**src/rtl/pic_bus_pkg.sv**
```systemverilog
// Shared encodings for the 8259A host bus master: engine states, init steps,
// ICW1 bit positions and A0 register-select values.
package pic_bus_pkg;

  typedef enum logic [1:0] {IDLE, SETUP, STROBE, HOLD} bus_state_e;

  typedef enum logic [1:0] {ICW1, ICW2, ICW3, ICW4} init_step_e;

  localparam int IC4  = 0;
  localparam int SNGL = 1;

  localparam logic A0_ICW1_OCW23 = 1'b0;
  localparam logic A0_ICW24_OCW1 = 1'b1;

  function automatic int max3(input int a, input int b, input int c);
    int m;
    m = (a > b) ? a : b;
    return (m > c) ? m : c;
  endfunction

endpackage

```
**src/rtl/pic_bus_cycle.sv**
```systemverilog
// Single 8259A bus-cycle engine: SETUP -> STROBE -> HOLD with registered strobes,
// write-data drive and read capture at the end of the strobe.
module pic_bus_cycle
  import pic_bus_pkg::*;
#(
  parameter int SETUP_CYC  = 1,
  parameter int STROBE_CYC = 2,
  parameter int HOLD_CYC   = 1
) (
  input  logic       clk,
  input  logic       reset,
  input  logic       start,
  input  logic       write,
  input  logic       a0,
  input  logic [7:0] wdata,
  input  logic [7:0] data_bus_in,
  output logic       idle,
  output logic       last,
  output logic       CS_bar,
  output logic       WR_bar,
  output logic       RD_bar,
  output logic       A0,
  output logic [7:0] data_bus_out,
  output logic       data_bus_oe,
  output logic       rsp_valid,
  output logic [7:0] rsp_data
);

  localparam int CNT_W = $clog2(max3(SETUP_CYC, STROBE_CYC, HOLD_CYC) + 1);
  localparam logic [CNT_W-1:0] SETUP_LD  = CNT_W'(SETUP_CYC - 1);
  localparam logic [CNT_W-1:0] STROBE_LD = CNT_W'(STROBE_CYC - 1);
  localparam logic [CNT_W-1:0] HOLD_LD   = CNT_W'(HOLD_CYC - 1);

  bus_state_e       state;
  logic [CNT_W-1:0] cnt;
  logic             wr_q;

  assign idle = (state == IDLE);
  assign last = (state == HOLD) && (cnt == '0);

  // cnt counts down the remaining cycles of the current phase; it is reloaded on every phase entry
  always_ff @(posedge clk or negedge reset) begin
    if (!reset) begin
      state        <= IDLE;
      cnt          <= '0;
      wr_q         <= 1'b0;
      CS_bar       <= 1'b1;
      WR_bar       <= 1'b1;
      RD_bar       <= 1'b1;
      A0           <= 1'b0;
      data_bus_out <= '0;
      data_bus_oe  <= 1'b0;
      rsp_valid    <= 1'b0;
      rsp_data     <= '0;
    end else begin
      rsp_valid <= 1'b0;
      case (state)
        IDLE: begin
          if (start) begin
            state        <= SETUP;
            cnt          <= SETUP_LD;
            wr_q         <= write;
            CS_bar       <= 1'b0;
            A0           <= a0;
            data_bus_out <= wdata;
            data_bus_oe  <= write;
          end
        end
        SETUP: begin
          if (cnt == '0) begin
            state  <= STROBE;
            cnt    <= STROBE_LD;
            WR_bar <= ~wr_q;
            RD_bar <= wr_q;
          end else begin
            cnt <= cnt - 1'b1;
          end
        end
        STROBE: begin
          if (cnt == '0) begin
            state  <= HOLD;
            cnt    <= HOLD_LD;
            WR_bar <= 1'b1;
            RD_bar <= 1'b1;
            if (!wr_q) begin
              rsp_valid <= 1'b1;
              rsp_data  <= data_bus_in;
            end
          end else begin
            cnt <= cnt - 1'b1;
          end
        end
        HOLD: begin
          if (cnt == '0) begin
            state       <= IDLE;
            CS_bar      <= 1'b1;
            data_bus_oe <= 1'b0;
          end else begin
            cnt <= cnt - 1'b1;
          end
        end
        default: state <= IDLE;
      endcase
    end
  end

endmodule

```
**src/rtl/pic_bus_master.sv**
```systemverilog
// 8259A host bus master: command arbiter plus optional ICW1..ICW4 init sequencer.
// The sequencer is built only when PIC_BUS_MASTER_INIT_EN is defined.
module pic_bus_master
  import pic_bus_pkg::*;
#(
  parameter int SETUP_CYC  = 1,
  parameter int STROBE_CYC = 2,
  parameter int HOLD_CYC   = 1
) (
  input  logic       clk,
  input  logic       reset,
  input  logic       cmd_valid,
  output logic       cmd_ready,
  input  logic       cmd_write,
  input  logic       cmd_a0,
  input  logic [7:0] cmd_data,
  output logic       rsp_valid,
  output logic [7:0] rsp_data,
  input  logic       init_start,
  input  logic [7:0] icw1,
  input  logic [7:0] icw2,
  input  logic [7:0] icw3,
  input  logic [7:0] icw4,
  output logic       init_busy,
  output logic       init_done,
  output logic       CS_bar,
  output logic       WR_bar,
  output logic       RD_bar,
  output logic       A0,
  output logic [7:0] data_bus_out,
  output logic       data_bus_oe,
  input  logic [7:0] data_bus_in
);

  logic       eng_idle;
  logic       eng_last;
  logic       eng_start;
  logic       eng_write;
  logic       eng_a0;
  logic [7:0] eng_data;

`ifdef PIC_BUS_MASTER_INIT_EN
  init_step_e step;
  init_step_e step_nxt;
  logic       step_fin;
  logic [7:0] icw1_q, icw2_q, icw3_q, icw4_q;
  logic       init_go;

  // init_start wins over a simultaneous command, so ready drops while it is asserted
  assign init_go   = init_start && eng_idle && !init_busy;
  assign cmd_ready = eng_idle && !init_busy && !init_start;

  always_comb begin
    step_nxt = step;
    step_fin = 1'b0;
    case (step)
      ICW1: step_nxt = ICW2;
      ICW2: begin
        if (!icw1_q[SNGL])     step_nxt = ICW3;
        else if (icw1_q[IC4])  step_nxt = ICW4;
        else                   step_fin = 1'b1;
      end
      ICW3: begin
        if (icw1_q[IC4]) step_nxt = ICW4;
        else             step_fin = 1'b1;
      end
      default: step_fin = 1'b1;
    endcase
  end

  always_comb begin
    eng_start = cmd_valid && cmd_ready;
    eng_write = cmd_write;
    eng_a0    = cmd_a0;
    eng_data  = cmd_data;
    if (init_busy) begin
      eng_start = eng_idle;
      eng_write = 1'b1;
      eng_a0    = A0_ICW24_OCW1;
      case (step)
        ICW1: begin
          eng_a0   = A0_ICW1_OCW23;
          eng_data = icw1_q;
        end
        ICW2:    eng_data = icw2_q;
        ICW3:    eng_data = icw3_q;
        default: eng_data = icw4_q;
      endcase
    end
  end

  // The engine's return to IDLE provides the one-cycle CS_bar-high gap between ICWs
  always_ff @(posedge clk or negedge reset) begin
    if (!reset) begin
      init_busy <= 1'b0;
      init_done <= 1'b0;
      step      <= ICW1;
      icw1_q    <= '0;
      icw2_q    <= '0;
      icw3_q    <= '0;
      icw4_q    <= '0;
    end else begin
      init_done <= 1'b0;
      if (init_go) begin
        init_busy <= 1'b1;
        step      <= ICW1;
        icw1_q    <= icw1;
        icw2_q    <= icw2;
        icw3_q    <= icw3;
        icw4_q    <= icw4;
      end else if (init_busy && eng_last) begin
        if (step_fin) begin
          init_busy <= 1'b0;
          init_done <= 1'b1;
        end else begin
          step <= step_nxt;
        end
      end
    end
  end
`else
  logic unused_init;
  assign unused_init = ^{init_start, icw1, icw2, icw3, icw4, eng_last};

  assign cmd_ready = eng_idle;
  assign eng_start = cmd_valid && eng_idle;
  assign eng_write = cmd_write;
  assign eng_a0    = cmd_a0;
  assign eng_data  = cmd_data;
  assign init_busy = 1'b0;
  assign init_done = 1'b0;
`endif

  pic_bus_cycle #(
    .SETUP_CYC (SETUP_CYC),
    .STROBE_CYC(STROBE_CYC),
    .HOLD_CYC  (HOLD_CYC)
  ) u_cycle (
    .clk         (clk),
    .reset       (reset),
    .start       (eng_start),
    .write       (eng_write),
    .a0          (eng_a0),
    .wdata       (eng_data),
    .data_bus_in (data_bus_in),
    .idle        (eng_idle),
    .last        (eng_last),
    .CS_bar      (CS_bar),
    .WR_bar      (WR_bar),
    .RD_bar      (RD_bar),
    .A0          (A0),
    .data_bus_out(data_bus_out),
    .data_bus_oe (data_bus_oe),
    .rsp_valid   (rsp_valid),
    .rsp_data    (rsp_data)
  );

endmodule

```
**config.mk**
```make
export PLATFORM = sky130hd
export DESIGN_NAME = pic_bus_master
export DESIGN_NICKNAME = d
export VERILOG_FILES = /design/src/rtl/pic_bus_pkg.sv /design/src/rtl/pic_bus_cycle.sv /design/src/rtl/pic_bus_master.sv
export SDC_FILE = /design/constraint.sdc
export NUM_CORES = 1
export LEC_CHECK = 0
export CAP_MARGIN = 5
export CORE_MARGIN = 1.5
export CORE_UTILIZATION = 39
export DETAILED_ROUTE_END_ITERATION = 12
export GPL_TIMING_DRIVEN = 1
export PLACE_DENSITY_LB_ADDON = 0.1
export SKIP_LAST_GASP = 1
export SYNTH_ARGS = -nofsm -noshare
export SYNTH_HDL_FRONTEND = slang
export SYNTH_SLANG_ARGS = --single-unit
```
**constraint.sdc**
```tcl
create_clock -name clk -period 2.6 [get_ports clk]
set_input_delay 0.26 -clock clk [delete_from_list [all_inputs] [get_ports clk]]
set_output_delay 0.26 -clock clk [all_outputs]
set_load 0.01 [all_outputs]
```
==> flow_metrics.env <==
export IMPL_cts_buffer_depth=2
export IMPL_grt_max_degree=28
export IMPL_dr_pass1_iters=4
export IMPL_tns_ns=0
export IMPL_die_x_um=59.8
export IMPL_p_per_area_nw_per_um2=1210
export IMPL_p_leak_nw=0.760
export IMPL_combinationalPowerShare_pct=55.7
export IMPL_wl_per_cell_um=12.4
export IMPL_synth_simple_gate_area_share_pct=6.18
export IMPL_yosys_area_top_type="dfrtp_1"
export IMPL_coreArea_um2=3050
export IMPL_fin_nets=204
export IMPL_drv_cap=0
export IMPL_slew_violations=0
export IMPL_viasPerCell=4.64
export IMPL_synth_top_family_by_area="multiplexers"
export IMPL_netlist_area_um2=1260
export IMPL_cts_num_sinks=27
export IMPL_root_buffer="clkbuf_4"
export IMPL_drc_errors=0
export IMPL_cts_buffers=3
export IMPL_die_area_um2=3570
export IMPL_synthArstFlopShare_pct=100
export IMPL_grt_pass1_wl_um=3940
export IMPL_path_cells="inv_1 > ha_1 > clkdlybuf4s50_1"
export IMPL_critPathMaxFanout=5
export IMPL_overflow=0
export IMPL_path_class="register to output pin"
export IMPL_cts_hold_buf=0
export IMPL_end_kind="output pin"
export IMPL_synthFlopType="dfrtp_1"
export IMPL_finClkSkew_ns=0.00721
export IMPL_synth_compound_area_share_pct=8.37
export IMPL_status="complete, no violations"
export IMPL_drtIter0Drc=18
export IMPL_synth_edf_count=0
export IMPL_syn_mean_instance_area_um2=13.1
export IMPL_fill_cells=276
export IMPL_start_util_pct=41.1
export IMPL_ant_nets=0
export IMPL_place_hpwl_um=1780
export IMPL_cp_slowest_stage_delay_ns=0.58
export IMPL_hold_viol=0
export IMPL_setup_viol=0
export IMPL_synth_xor_area_share_pct=0
export IMPL_diodes=0
export IMPL_cts_tree="yes"
export IMPL_seq_area_frac_synth_pct=54.1
export IMPL_drive_above_1_share_pct=21.3
export IMPL_synthCells=96
export IMPL_ys_types=25
export IMPL_cp_data_required_time_ns=2.34
export IMPL_vdd_drop_max_mv=0.534
export IMPL_fmax_mhz=502
export IMPL_worstSetupStartpointType="register"
export IMPL_path_clk_slew_ns=0.15
export IMPL_synth_fa_ha_area_share_pct=7.97
export IMPL_power_switching_mw=0.744
export IMPL_htree_levels=1
export IMPL_fp_dieH_um=59.8
export IMPL_clk_latency_ns=0.32
export IMPL_first_global_vias=884
export IMPL_postCtsSetupBuffers=0
export IMPL_critPathArrivalTime_ns=1.73
export IMPL_grtUsageTotal_pct=14.7
export IMPL_syn2layout_area_growth_pct=39.2
export IMPL_gp_congestion=0.816
export IMPL_yosys_warnings=0
export IMPL_cts_resized_gates=0
export IMPL_synth_top_area_share_pct=47.8
export IMPL_antenna_found_initial=0
export IMPL_power_switching_share_pct=35.1
export IMPL_synth_seq_cells=27
export IMPL_drt_total_wl_um=2300
export IMPL_p_int_mw=1.38
export IMPL_rsz0062_at_grt="false"
export IMPL_cpMaxStageDelayCell="clkdlybuf4s50_1"
export IMPL_fin_crit_ns=1.99
export IMPL_p_clk_share_pct=8.4
export IMPL_finalPower_mw=2.12
export IMPL_row_count=20
export IMPL_seq_power_share_pct=35.9
export IMPL_ys_top_cells_by_area="dfrtp_1 (48%), mux2_2 (16%), ha_1 (8.0%), dfstp_2 (6.3%), inv_1 (2.7%)"
export IMPL_post_route_period_util_pct=76.7
export IMPL_io_pins=79
export IMPL_io_buffers=43
export IMPL_vias=859
export IMPL_hold_path_class="input pin to asynchronous set/reset pin"
export IMPL_synth_mux_area_share_pct=17.7
==> power groups by stage <==
stage               Combinational [mW]  Clock, mW  Sequential, mW
finish                            1.18      0.179           0.762
global route                      1.30      0.208           0.786
CTS                               1.20      0.194           0.764
detailed placement                1.19          0           0.773
global placement                  1.17          0           0.762
floorplan                        0.624          0           0.844
==> placed cells by master, fill, tap and decap left out <==
master,n
nand3_1,1
inv_1,9
nand2b_2,1
ha_1,8
mux2_2,18
a21oi_1,1
a31oi_1,1
dfstp_2,3
conb_1,2
nor3b_1,1
nand2_1,3
o21a_1,1
nand2b_1,1
o32a_1,2
buf_4,1
dfrtp_1,24
clkbuf_4,3
clkdlybuf4s50_1,43
o211ai_2,1
nor2_1,4
a21boi_0,1
clkinvlp_4,1
mux2i_1,2
o21ai_0,4
a22o_1,3
nand2_2,1
nand3_4,1
==> metal layers <==
metal	up-vias	share of wire [%]	global-route usage, %
li1	414	-	-
met1	424	42	17.1
met2	19	52	26.1
met3	2	6.0	3.68
met4	0	0.83	4.76
met5	-	0	0
==> cell type report <==
cell class	count	area, um^2	area share (%)
Clock buffer	3	22.5	1.29
Clock inverter	1	7.51	0.429
Inverter	9	33.8	1.93
Multi-Input combinational cell	57	513	29.3
Sequential cell	27	679	38.8
Tap cell	44	55.1	3.15
Timing Repair Buffer	44	438	25.0
==> path summary, 6_finish.rpt <==
path,start,to,slack (ns),cells after the start
worst max-delay path,u_cycle.state[0]$_DFFE_PN0P_,cmd_ready,0.61,3
worst min-delay path,reset,u_cycle.data_bus_out[4]$_DFFE_PN0P_,0.29,2
worst max register to register,u_cycle.state[0]$_DFFE_PN0P_,u_cycle.state[0]$_DFFE_PN0P_,1.06,5
worst min register to register,u_cycle.rsp_data[5]$_DFFE_PN0P_,u_cycle.rsp_data[5]$_DFFE_PN0P_,0.52,1
max in group asynchronous,reset,u_cycle.RD_bar$_DFFE_PN1P_,2.02,2
min in group clk,u_cycle.rsp_data[5]$_DFFE_PN0P_,u_cycle.rsp_data[5]$_DFFE_PN0P_,0.52,1
==> synthesized netlist by cell type, types with 2 or more instances <==
cell type,count
inv_1,9
ha_1,8
buf_4,3
o21ai_0,4
mux2i_1,2
nand2_1,3
o32a_1,2
nor2_1,4
mux2_2,18
a22o_1,3
dfstp_2,3
dfrtp_1,24
==> worst max-delay path: cells and delay by family (launching register included) <==
family / cells / cell delay, ns
fa+ha+maj: 1 / 0.29
flops: 1 / 0.44
buf+inv: 2 / 0.69
==> cell families after synthesis <==
logic type                 after synthesis
buffers and inverters                   13
DFF                                     27
AOI/OAI and AO/OA                       14
and+or+nand+nor                         13
other                                    1
muxes                                   20
adders and majority gates                8
==> registers in the layout (all words and copies together), names as in the netlist <==
register / count
u_cycle.data_bus_out: 8
u_cycle.rsp_data: 8
u_cycle.cnt: 2
u_cycle.state: 2
u_cycle.A0: 1
u_cycle.CS_bar: 1
u_cycle.RD_bar: 1
u_cycle.WR_bar: 1
u_cycle.data_bus_oe: 1
u_cycle.rsp_valid: 1
u_cycle.wr_q: 1
==> metrics by stage <==
stage	setup slack, ns	cell area, um^2	std cells	util [%]	hold WS (ns)
after floorplan	1.20	1260	97	-	-0.0356
after global placement	0.980	1720	181	56.3	0.487
after detailed placement	0.969	1720	181	56.3	0.492
after CTS	0.582	1750	185	57.3	0.283
after global routing	0.474	1750	185	57.3	0.306
final	0.606	1750	185	57.3	0.288
No activity file was read; power rests on OpenSTA's default activity.
==> edit, RTL diff (same flow settings) <==
Re-encode `bus_state_e` (4 states) as one-hot, 4 bits wide.
--- a/src/rtl/pic_bus_pkg.sv
+++ b/src/rtl/pic_bus_pkg.sv
@@ -2,7 +2,7 @@
 // ICW1 bit positions and A0 register-select values.
 package pic_bus_pkg;
 
-  typedef enum logic [1:0] {IDLE, SETUP, STROBE, HOLD} bus_state_e;
+  typedef enum logic [3:0] {IDLE = 4'b0001, SETUP = 4'b0010, STROBE = 4'b0100, HOLD = 4'b1000} bus_state_e;
 
   typedef enum logic [1:0] {ICW1, ICW2, ICW3, ICW4} init_step_e;
 
Check against the original RTL: same outputs for any inputs over 10 cycles, from zero or initial values and one cycle with reset low; not proved beyond that.
==> edit against the original RTL <==
Power up 1.1%; sequential cell count up 2; routed wire length up 8.8%; first-iteration DRC count grew 17%; worst setup slack lost 0.16 ns; synthesized cell count increased by 20%; worst hold slack better by 0.027 ns; synthesized area increased by 12%; critical path depth is 1 higher; final area up 9.9%; combinational power fell by 20%; highest routed layer is now met3.
==> edit: results (changes against the original RTL) <==
metric,value,unit,change
outcome,"finished, final reports clean",,
DP Area,0.00184,sq mm,+6.9%
layout cells sized above 1,22.5,%,+1.2 points
Met1 Wirelength,1120,um,+18%
VDD IR-drop max,0.689,mV,+29%
IO buf count,43,,unchanged
fill count,286,,+3.6%
crit path max fanout,12,,+7
Seq/total area,38.0,%,-0.84 points
Worst-path clk slew,0.09,ns,-0.06 ns
initial drt markers,21,,+3
achievable clock frequency,465,MHz,-7.3%
post-synthesis adder-cell area fraction,2.68,%,-5.3 points
Signal inverters,7,,-2
Post-Synth XOR/XNOR Area,0.625,%,+0.63 points
mux cell area share after synthesis,16.2,%,-1.5 points
wire length on met2,1170,um,-0.93%
routed length on met3,201,um,+47%
ys async rst share,100,%,unchanged
H-tree Lvls,2,,+1
Post-synth top cells,"25 x dfrtp_1, 17 x mux2_2, 7 x inv_1, 7 x o21ai_0",,
Place WS,0.644,ns,-0.325 ns
first-pass GRT wire length,4170,um,+5.8%
TritonCTS Buffers,5,,+2
M1 GR Usage,16.3,%,-0.83 points
top flop regs,"u_cycle.data_bus_out x8, u_cycle.rsp_data x8, u_cycle.state x4",,
RR Startpoint,u_cycle.cnt[0]$_DFFE_PN0P_,,
met3 track demand over resource,6.85,%,+3.2 points
largest cells by area after synthesis,"dfrtp_1 45%, mux2_2 14%, dfstp_2 7.5%",,
Clock Network Area Fraction,4.42,%,+2.7 points
"Seq/Total Area, Yosys",52.1,%,-1.9 points
# nets final,216,,+5.9%
multi-input logic area,586,sq um,+14%
CTS Sinks,29,,+7.4%
Multi-input comb cells,72,,+26%
number of global-route vias before repair,929,,+5.1%
Lkg Pwr,0.806,nW,+6.2%
Top Metal Used,met3,,
Layout Skew,0.00315,ns,-0.00406 ns
final wirelength,2500,um,+8.8%
pins over their slew limit,0,,unchanged
buffering overhead,22.8,%,-2.3 points
top cell type's share of synthesized area,44.6,%,-3.2 points
# resized after CTS,0,,unchanged
# clk buffers,7,,+4
met2 GRT Util,21.1,%,-4.9 points
dpl hpwl,1810,um,+2.2%
Unique masters post-synth,36,,+44%
clk root buf,clkbuf_4,,
GPL Wtd Cong,0.724,,-11%
crit path DAT,1.89,ns,+0.16 ns
largest net degree at the start of global routing,30,,+7.1%
non-clock buffer count,44,,unchanged
post-synthesis compound-gate area fraction,8.13,%,-0.24 points
GRT Overall Usage,13.7,%,-1.0 points
via count,985,,+15%
number of diodes,0,,unchanged
Synth Area per Inst,12.2,sq um,-6.9%
worst r2r dst,u_cycle.cnt[1]$_DFFE_PN0P_,,
CP startpoint,u_cycle.state[1]$_DFFE_PN0P_,,
==> edit: cell types whose count changed after synthesis, sizes merged, moves of 3 or more <==
cell,change
buf,+4
ha,-5
nor2b,+3
nor3,+5
o21ai,+3
==> edit: critical path: stages (launching register included) <==
cell and delay (ns):
dfrtp_1 0.52, nor3_1 0.35, nand2_1 0.11, inv_1 0.06, clkdlybuf4s50_1 0.53
==> edit: through the flow <==
step	util [%]	std cells	hold slack [ns]
after detailed placement	54.2	198	0.473
after global placement	54.2	198	0.469
after CTS	56.7	206	0.322
final	56.7	206	0.315
after global routing	56.7	206	0.341
after floorplan	-	116	-0.0356
==> edit: where the power goes <==
| part | internal, mW | leakage (nW) | total, mW | switching (mW) |
|---|---|---|---|---|
| Clock | 0.230 | 0.0455 | 0.380 | 0.151 |
| Combinational | 0.574 | 0.414 | 0.942 | 0.368 |
| Sequential | 0.665 | 0.347 | 0.822 | 0.157 |
| Total | 1.47 | 0.806 | 2.14 | 0.675 |
